File: src/rtl/booth_multiplier_seq_if.sv
// Operand/product handshake bundle for booth_multiplier_seq.
// The producer and consumer sides both connect through the master modport.
interface booth_multiplier_seq_if #(
   parameter int WIDTH = 16
);
   logic                 in_valid;
   logic                 in_ready;
   logic                 signed_mode;
   logic [WIDTH-1:0]     x;
   logic [WIDTH-1:0]     y;
   logic                 out_valid;
   logic                 out_ready;
   logic [2*WIDTH-1:0]   z;

   modport master (
      output in_valid,
      output signed_mode,
      output x,
      output y,
      output out_ready,
      input  in_ready,
      input  out_valid,
      input  z
   );

   modport slave (
      input  in_valid,
      input  signed_mode,
      input  x,
      input  y,
      input  out_ready,
      output in_ready,
      output out_valid,
      output z
   );
endinterface

File: src/rtl/booth_multiplier_seq.sv
// Iterative radix-4 Booth multiplier: one Booth digit retired per clock through a single adder.
// Signed and unsigned operands share one signed datapath by extending both operands by two bits.
//
//   state  | meaning
//   -------+-----------------------------------------------------------
//   S_IDLE | in_ready=1, waiting for operands
//   S_BUSY | one Booth digit added and shifted per cycle, N cycles total
//   S_DONE | out_valid=1, z held until the consumer takes it
module booth_multiplier_seq #(
   parameter int WIDTH = 16
) (
   input logic                  clk,
   input logic                  reset_n,
   booth_multiplier_seq_if.slave bus
);

   localparam int N  = WIDTH/2 + 1;
   localparam int EW = WIDTH + 2;
   localparam int SW = WIDTH + 4;
   localparam int AW = 2*WIDTH + 4;
   localparam int CW = $clog2(N + 1);
   localparam logic [CW-1:0] CNT_LAST = CW'(N - 1);
   localparam logic [CW-1:0] CNT_ONE  = CW'(1);

   typedef enum logic [1:0] {
      S_IDLE = 2'd0,
      S_BUSY = 2'd1,
      S_DONE = 2'd2
   } state_t;

   state_t               state_q;
   state_t               state_d;

   logic [EW-1:0]        x_q;
   logic [AW-1:0]        acc_q;
   logic [AW-1:0]        acc_d;
   logic                 prev_q;
   logic [CW-1:0]        cnt_q;
   logic [2*WIDTH-1:0]   z_q;

   logic                 accept;
   logic                 last_digit;
   logic [EW-1:0]        x_in_ext;
   logic [EW-1:0]        y_in_ext;
   logic [SW-1:0]        x_sext;
   logic [SW-1:0]        multiple;
   logic [SW-1:0]        addend;
   logic [SW-1:0]        sum;
   logic [SW-1:0]        carry_in;
   logic [SW-1:0]        upper_ext;
   logic                 negate;

   assign accept     = (state_q == S_IDLE) && bus.in_valid;
   assign last_digit = (cnt_q == CNT_LAST);

   assign x_in_ext = bus.signed_mode ? {{2{bus.x[WIDTH-1]}}, bus.x} : {2'b00, bus.x};
   assign y_in_ext = bus.signed_mode ? {{2{bus.y[WIDTH-1]}}, bus.y} : {2'b00, bus.y};

   always_ff @(posedge clk or negedge reset_n) begin
      if (!reset_n) begin
         state_q <= S_IDLE;
      end else begin
         state_q <= state_d;
      end
   end

   always_comb begin
      state_d = state_q;
      case (state_q)
         S_IDLE: begin
            if (bus.in_valid) begin
               state_d = S_BUSY;
            end
         end
         S_BUSY: begin
            if (last_digit) begin
               state_d = S_DONE;
            end
         end
         S_DONE: begin
            if (bus.out_ready) begin
               state_d = S_IDLE;
            end
         end
         default: begin
            state_d = S_IDLE;
         end
      endcase
   end

   // Digit window is {two lowest multiplier bits still in the accumulator, last bit shifted out}.
   always_comb begin
      x_sext   = {{2{x_q[EW-1]}}, x_q};
      multiple = '0;
      negate   = 1'b0;
      case ({acc_q[1:0], prev_q})
         3'b001, 3'b010: begin
            multiple = x_sext;
         end
         3'b011: begin
            multiple = x_sext << 1;
         end
         3'b100: begin
            multiple = x_sext << 1;
            negate   = 1'b1;
         end
         3'b101, 3'b110: begin
            multiple = x_sext;
            negate   = 1'b1;
         end
         default: begin
            multiple = '0;
         end
      endcase
      addend    = negate ? ~multiple : multiple;
      carry_in  = {{(SW-1){1'b0}}, negate};
      upper_ext = {{2{acc_q[AW-1]}}, acc_q[AW-1:EW]};
      sum       = upper_ext + addend + carry_in;
      // Arithmetic shift right by two of {sum, lower half}; the two guard bits of sum absorb the growth.
      acc_d     = {sum, acc_q[EW-1:2]};
   end

   // The lower half starts out holding the extended multiplier and fills with product bits as it shifts.
   always_ff @(posedge clk or negedge reset_n) begin
      if (!reset_n) begin
         x_q    <= '0;
         acc_q  <= '0;
         prev_q <= 1'b0;
         cnt_q  <= '0;
         z_q    <= '0;
      end else begin
         if (accept) begin
            x_q    <= x_in_ext;
            acc_q  <= {{EW{1'b0}}, y_in_ext};
            prev_q <= 1'b0;
            cnt_q  <= '0;
         end else if (state_q == S_BUSY) begin
            acc_q  <= acc_d;
            prev_q <= acc_q[1];
            cnt_q  <= cnt_q + CNT_ONE;
            if (last_digit) begin
               z_q <= acc_d[2*WIDTH-1:0];
            end
         end
      end
   end

   assign bus.in_ready  = (state_q == S_IDLE);
   assign bus.out_valid = (state_q == S_DONE);
   assign bus.z         = z_q;

endmodule

File: src/flat_wrapper.sv
// flat-port wrapper written by rule: the top's interface ports become plain ports
module booth_multiplier_seq_flat 
#(
   parameter int WIDTH = 16
)
  (clk, reset_n, bus_in_valid, bus_signed_mode, bus_x, bus_y, bus_out_ready, bus_in_ready, bus_out_valid, bus_z);
  booth_multiplier_seq_if #(.WIDTH(WIDTH)) bus_i ();
  input logic clk;
  input logic reset_n;
  input wire logic [$bits(bus_i.in_valid)-1:0] bus_in_valid;
  input wire logic [$bits(bus_i.signed_mode)-1:0] bus_signed_mode;
  input wire logic [$bits(bus_i.x)-1:0] bus_x;
  input wire logic [$bits(bus_i.y)-1:0] bus_y;
  input wire logic [$bits(bus_i.out_ready)-1:0] bus_out_ready;
  output wire logic [$bits(bus_i.in_ready)-1:0] bus_in_ready;
  output wire logic [$bits(bus_i.out_valid)-1:0] bus_out_valid;
  output wire logic [$bits(bus_i.z)-1:0] bus_z;
  assign bus_i.in_valid = bus_in_valid;
  assign bus_i.signed_mode = bus_signed_mode;
  assign bus_i.x = bus_x;
  assign bus_i.y = bus_y;
  assign bus_i.out_ready = bus_out_ready;
  assign bus_in_ready = bus_i.in_ready;
  assign bus_out_valid = bus_i.out_valid;
  assign bus_z = bus_i.z;
  booth_multiplier_seq #(.WIDTH(WIDTH)) u_core (.clk(clk), .reset_n(reset_n), .bus(bus_i));
endmodule
File: config.mk
export PLATFORM = sky130hd
export DESIGN_NAME = booth_multiplier_seq_flat
export DESIGN_NICKNAME = d
export VERILOG_FILES = /design/src/rtl/booth_multiplier_seq_if.sv /design/src/rtl/booth_multiplier_seq.sv /design/src/flat_wrapper.sv
export SDC_FILE = /design/constraint.sdc
export NUM_CORES = 1
export LEC_CHECK = 0
export BUFFER_PORTS_ARGS = -buffer_cell sky130_fd_sc_hd__buf_2
export CORE_MARGIN = 1
export CORE_UTILIZATION = 50
export DETAILED_ROUTE_END_ITERATION = 10
export PLACE_DENSITY = 0.77
export RECOVER_POWER = 25
export SLEW_MARGIN = 40
export SYNTH_ARGS = -nofsm -noshare
export SYNTH_HDL_FRONTEND = slang
export SYNTH_SLANG_ARGS = --single-unit
File: constraint.sdc
create_clock -name clk -period 5.3 [get_ports clk]
set_input_delay 0 -clock clk [delete_from_list [all_inputs] [get_ports clk]]
set_output_delay 0 -clock clk [all_outputs]
set_load 0.1 [all_outputs]
==> metrics.txt <==
Die Width 103 um; final core utilization 61.9%; CP Buf/Inv Count 2; FF-to-FF End u_core.acc_q[30]; fin. max-slew vios 0; Yosys top cell area share 45.4%; Critical Path Sink u_core.acc_q[30]; DRT iter0 DRCs 240; Final setup viols 0; Crit. path cell count 12; WP data required 5550 ps; worst-margin pin slew 711 ps; maximum level of the CTS H-tree 3; CP max stage cell ha_1; Commonest cells post-synth 171 x nand2_1, 92 x dfrtp_1, 32 x a22oi_1, 27 x clkbuf_1, 25 x o21ai_0; Synth Area per Inst 8.73 um2; Slew HR 52.5%; n_diodes 0; I/O Buffers 70; FF-to-FF Start u_core.prev_q; largest family of logic cells by synthesized area simple AND/OR/NAND/NOR gates; f_max 0.294 GHz; RSZ-0062 raised after global routing false; final hold vios 0; CTS sink count 92; Adder-Cell Fraction of Synth Area 6.07%; chip height 103 um; largest net degree at the start of global routing 86; RePlAce Congestion 0.957; max_cap viols 0; core area 9820 um2; post-synthesis cell type count 54; register area share after synthesis 45.4%; clock root cell clkbuf_8; CP Launch Type register; Layout area overhead 19.7%; area leader, netlist dfrtp_1; site row count 36; Tcrit/Tclk final 64.3%; Detailed Place HPWL 8550 um; Reg2Reg Depth 12; Area contributors post-synth dfrtp_1 45%, nand2_1 13%, ha_1 5.7%; clock transition at the registers of the reported paths 90 ps; WL final 12200 um; worst-path fanout max 20; GR Overflow Total 0; die area 10600 um2; Vias/cell 5.46; DRT Pass-1 Iters 5; worst-path cell chain inv_1, ha_1, a22oi_1, xnor2_1, inv_1, fa_1, nor2b_1, o2111ai_1, a31oi_1, a21oi_1, xor2_1, o21ai_1; Top Ports 71; status completed; post-synthesis register bit count 92; cell area after synthesis 5070 um2; setup TNS 0 ps; DRC Markers 0; Crit Path Category reg2reg; Syn Nets 642; minimum clock period 3410 ps; # resized after CTS 0; CP delay by family, top adder cells; most frequent cell on the critical path inv_1; Fin Clk Skew 7.62 ps; Synth Area in Compound Gates 18.9%; CTS buffer count 9; CTS tree built; arrival time worst endpoint 3660 ps; vias in the first global route 4138; Mapped Cells 581; clk_lat worst skew 370 ps; Synth warnings 0; EDFF count, synth 0; Worst Hold Class in2reg; via count 4415; top-count cell post-synth nand2_1; DR WL/cell 15.1 um; xor/xnor share of the synthesized area 5.00%; Worst setup EP type register; ANT nets after route 0; fraction of layout cells with a size suffix above 1 15.0%; initial core utilization 51.7%; Total Routing Usage GR 24.6%; mux contribution to synthesized area 0.616%; Synth Flop Type dfrtp_1; initial antenna violation count 0; Setup Fix Bufs, Post-CTS 0; Worst Setup SP u_core.prev_q; Crit path largest cell delay 630 ps; R2R setup slack 1890 ps; first-pass GRT wire length 19900 um; NumNets Final 731; maximum clock path buffer count 2; Synth Area in Simple Gates 20.2%; # hold bufs at CTS 36; fill count 873; fraction of registers with async set/reset 100%
## tightest hold or removal path, delay by kind of cell
family	cells	cell delay [ps]
buffers and inverters	2	360
and+or+nand+nor	3	280
## metal layers
metal	part of all wire [%]	track usage, %
met5	0	0
met2	46	38.5
met3	4.5	2.51
met4	1.9	9.86
met1	47	35.2
## cell families after synthesis
family,Yosys count
AO/OA/AOI/OAI,142
flip-flops,92
buffers and inverters,49
AND/OR/NAND/NOR,242
XOR/XNOR,29
adder cells (fa/ha/maj),24
multiplexers,3
## registers in the layout (all words and copies together) (netlist names)
| register | count |
|---|---|
| u_core.bus.z | 32 |
| u_core.state_q | 2 |
| u_core.acc_q | 36 |
| u_core.prev_q | 1 |
| u_core.x_q | 17 |
| u_core.cnt_q | 4 |
## cell type report
type	count	area (um2)	area share [%]
multi-input cells	440	2590	42.6
flip-flops and latches	92	2300	37.9
repair buffers	113	772	12.7
well taps	133	166	2.74
clock buffers	12	145	2.39
inverters	14	52.6	0.865
clock inverters	4	48.8	0.803
## metrics by stage
stage / cells / instance area (um2) / setup WS, ps / hold slack, ps
floorplan: 581 / 5070 / 2170 / -296
global placement: 756 / 5510 / 1790 / -182
detailed placement: 756 / 5520 / 1940 / -178
CTS: 808 / 6070 / 1930 / 297
global route: 808 / 6070 / 1550 / 348
finish: 808 / 6070 / 1890 / 309
## worst min path at each step
stage | from | to | slack, ps | cells after the start
floorplan | reset_n | u_core.acc_q[0] | -300 | 0
global placement | reset_n | u_core.bus.z[3] | -180 | 1
detailed placement | reset_n | u_core.bus.z[3] | -180 | 1
CTS | bus_in_valid | u_core.x_q[15] | 300 | 5
global route | bus_in_valid | u_core.x_q[12] | 350 | 5
finish | bus_in_valid | u_core.x_q[15] | 310 | 5
## placed cells by master, fill, tap and decap left out, types with 3 or more instances in the layout
cell | netlist | layout
inv_1 | 14 | 14
nor3_1 | 5 | 5
o21ai_1 | 19 | 19
dfrtp_1 | 92 | 92
o211ai_1 | 4 | 4
nand3_1 | 23 | 23
nor2b_1 | 5 | 4
a21o_1 | 7 | 7
and2_1 | 2 | 3
clkbuf_8 | 0 | 11
nand4_1 | 4 | 4
buf_2 | 1 | 69
a31oi_1 | 3 | 3
o31ai_1 | 4 | 4
buf_4 | 0 | 6
and3_1 | 3 | 3
dlygate4sd3_1 | 0 | 36
o21ai_0 | 25 | 25
nand2b_1 | 4 | 4
a221oi_1 | 3 | 3
nor2_1 | 14 | 14
a22oi_1 | 32 | 32
or3_1 | 3 | 3
ha_1 | 23 | 23
xor2_1 | 5 | 5
a41oi_1 | 3 | 3
xnor2_1 | 24 | 24
nand2_1 | 171 | 170
a21oi_1 | 20 | 20
o21a_1 | 3 | 3
Power is not shown: default switching activity piles up to over one toggle a cycle in this logic, so the estimate is an artifact.
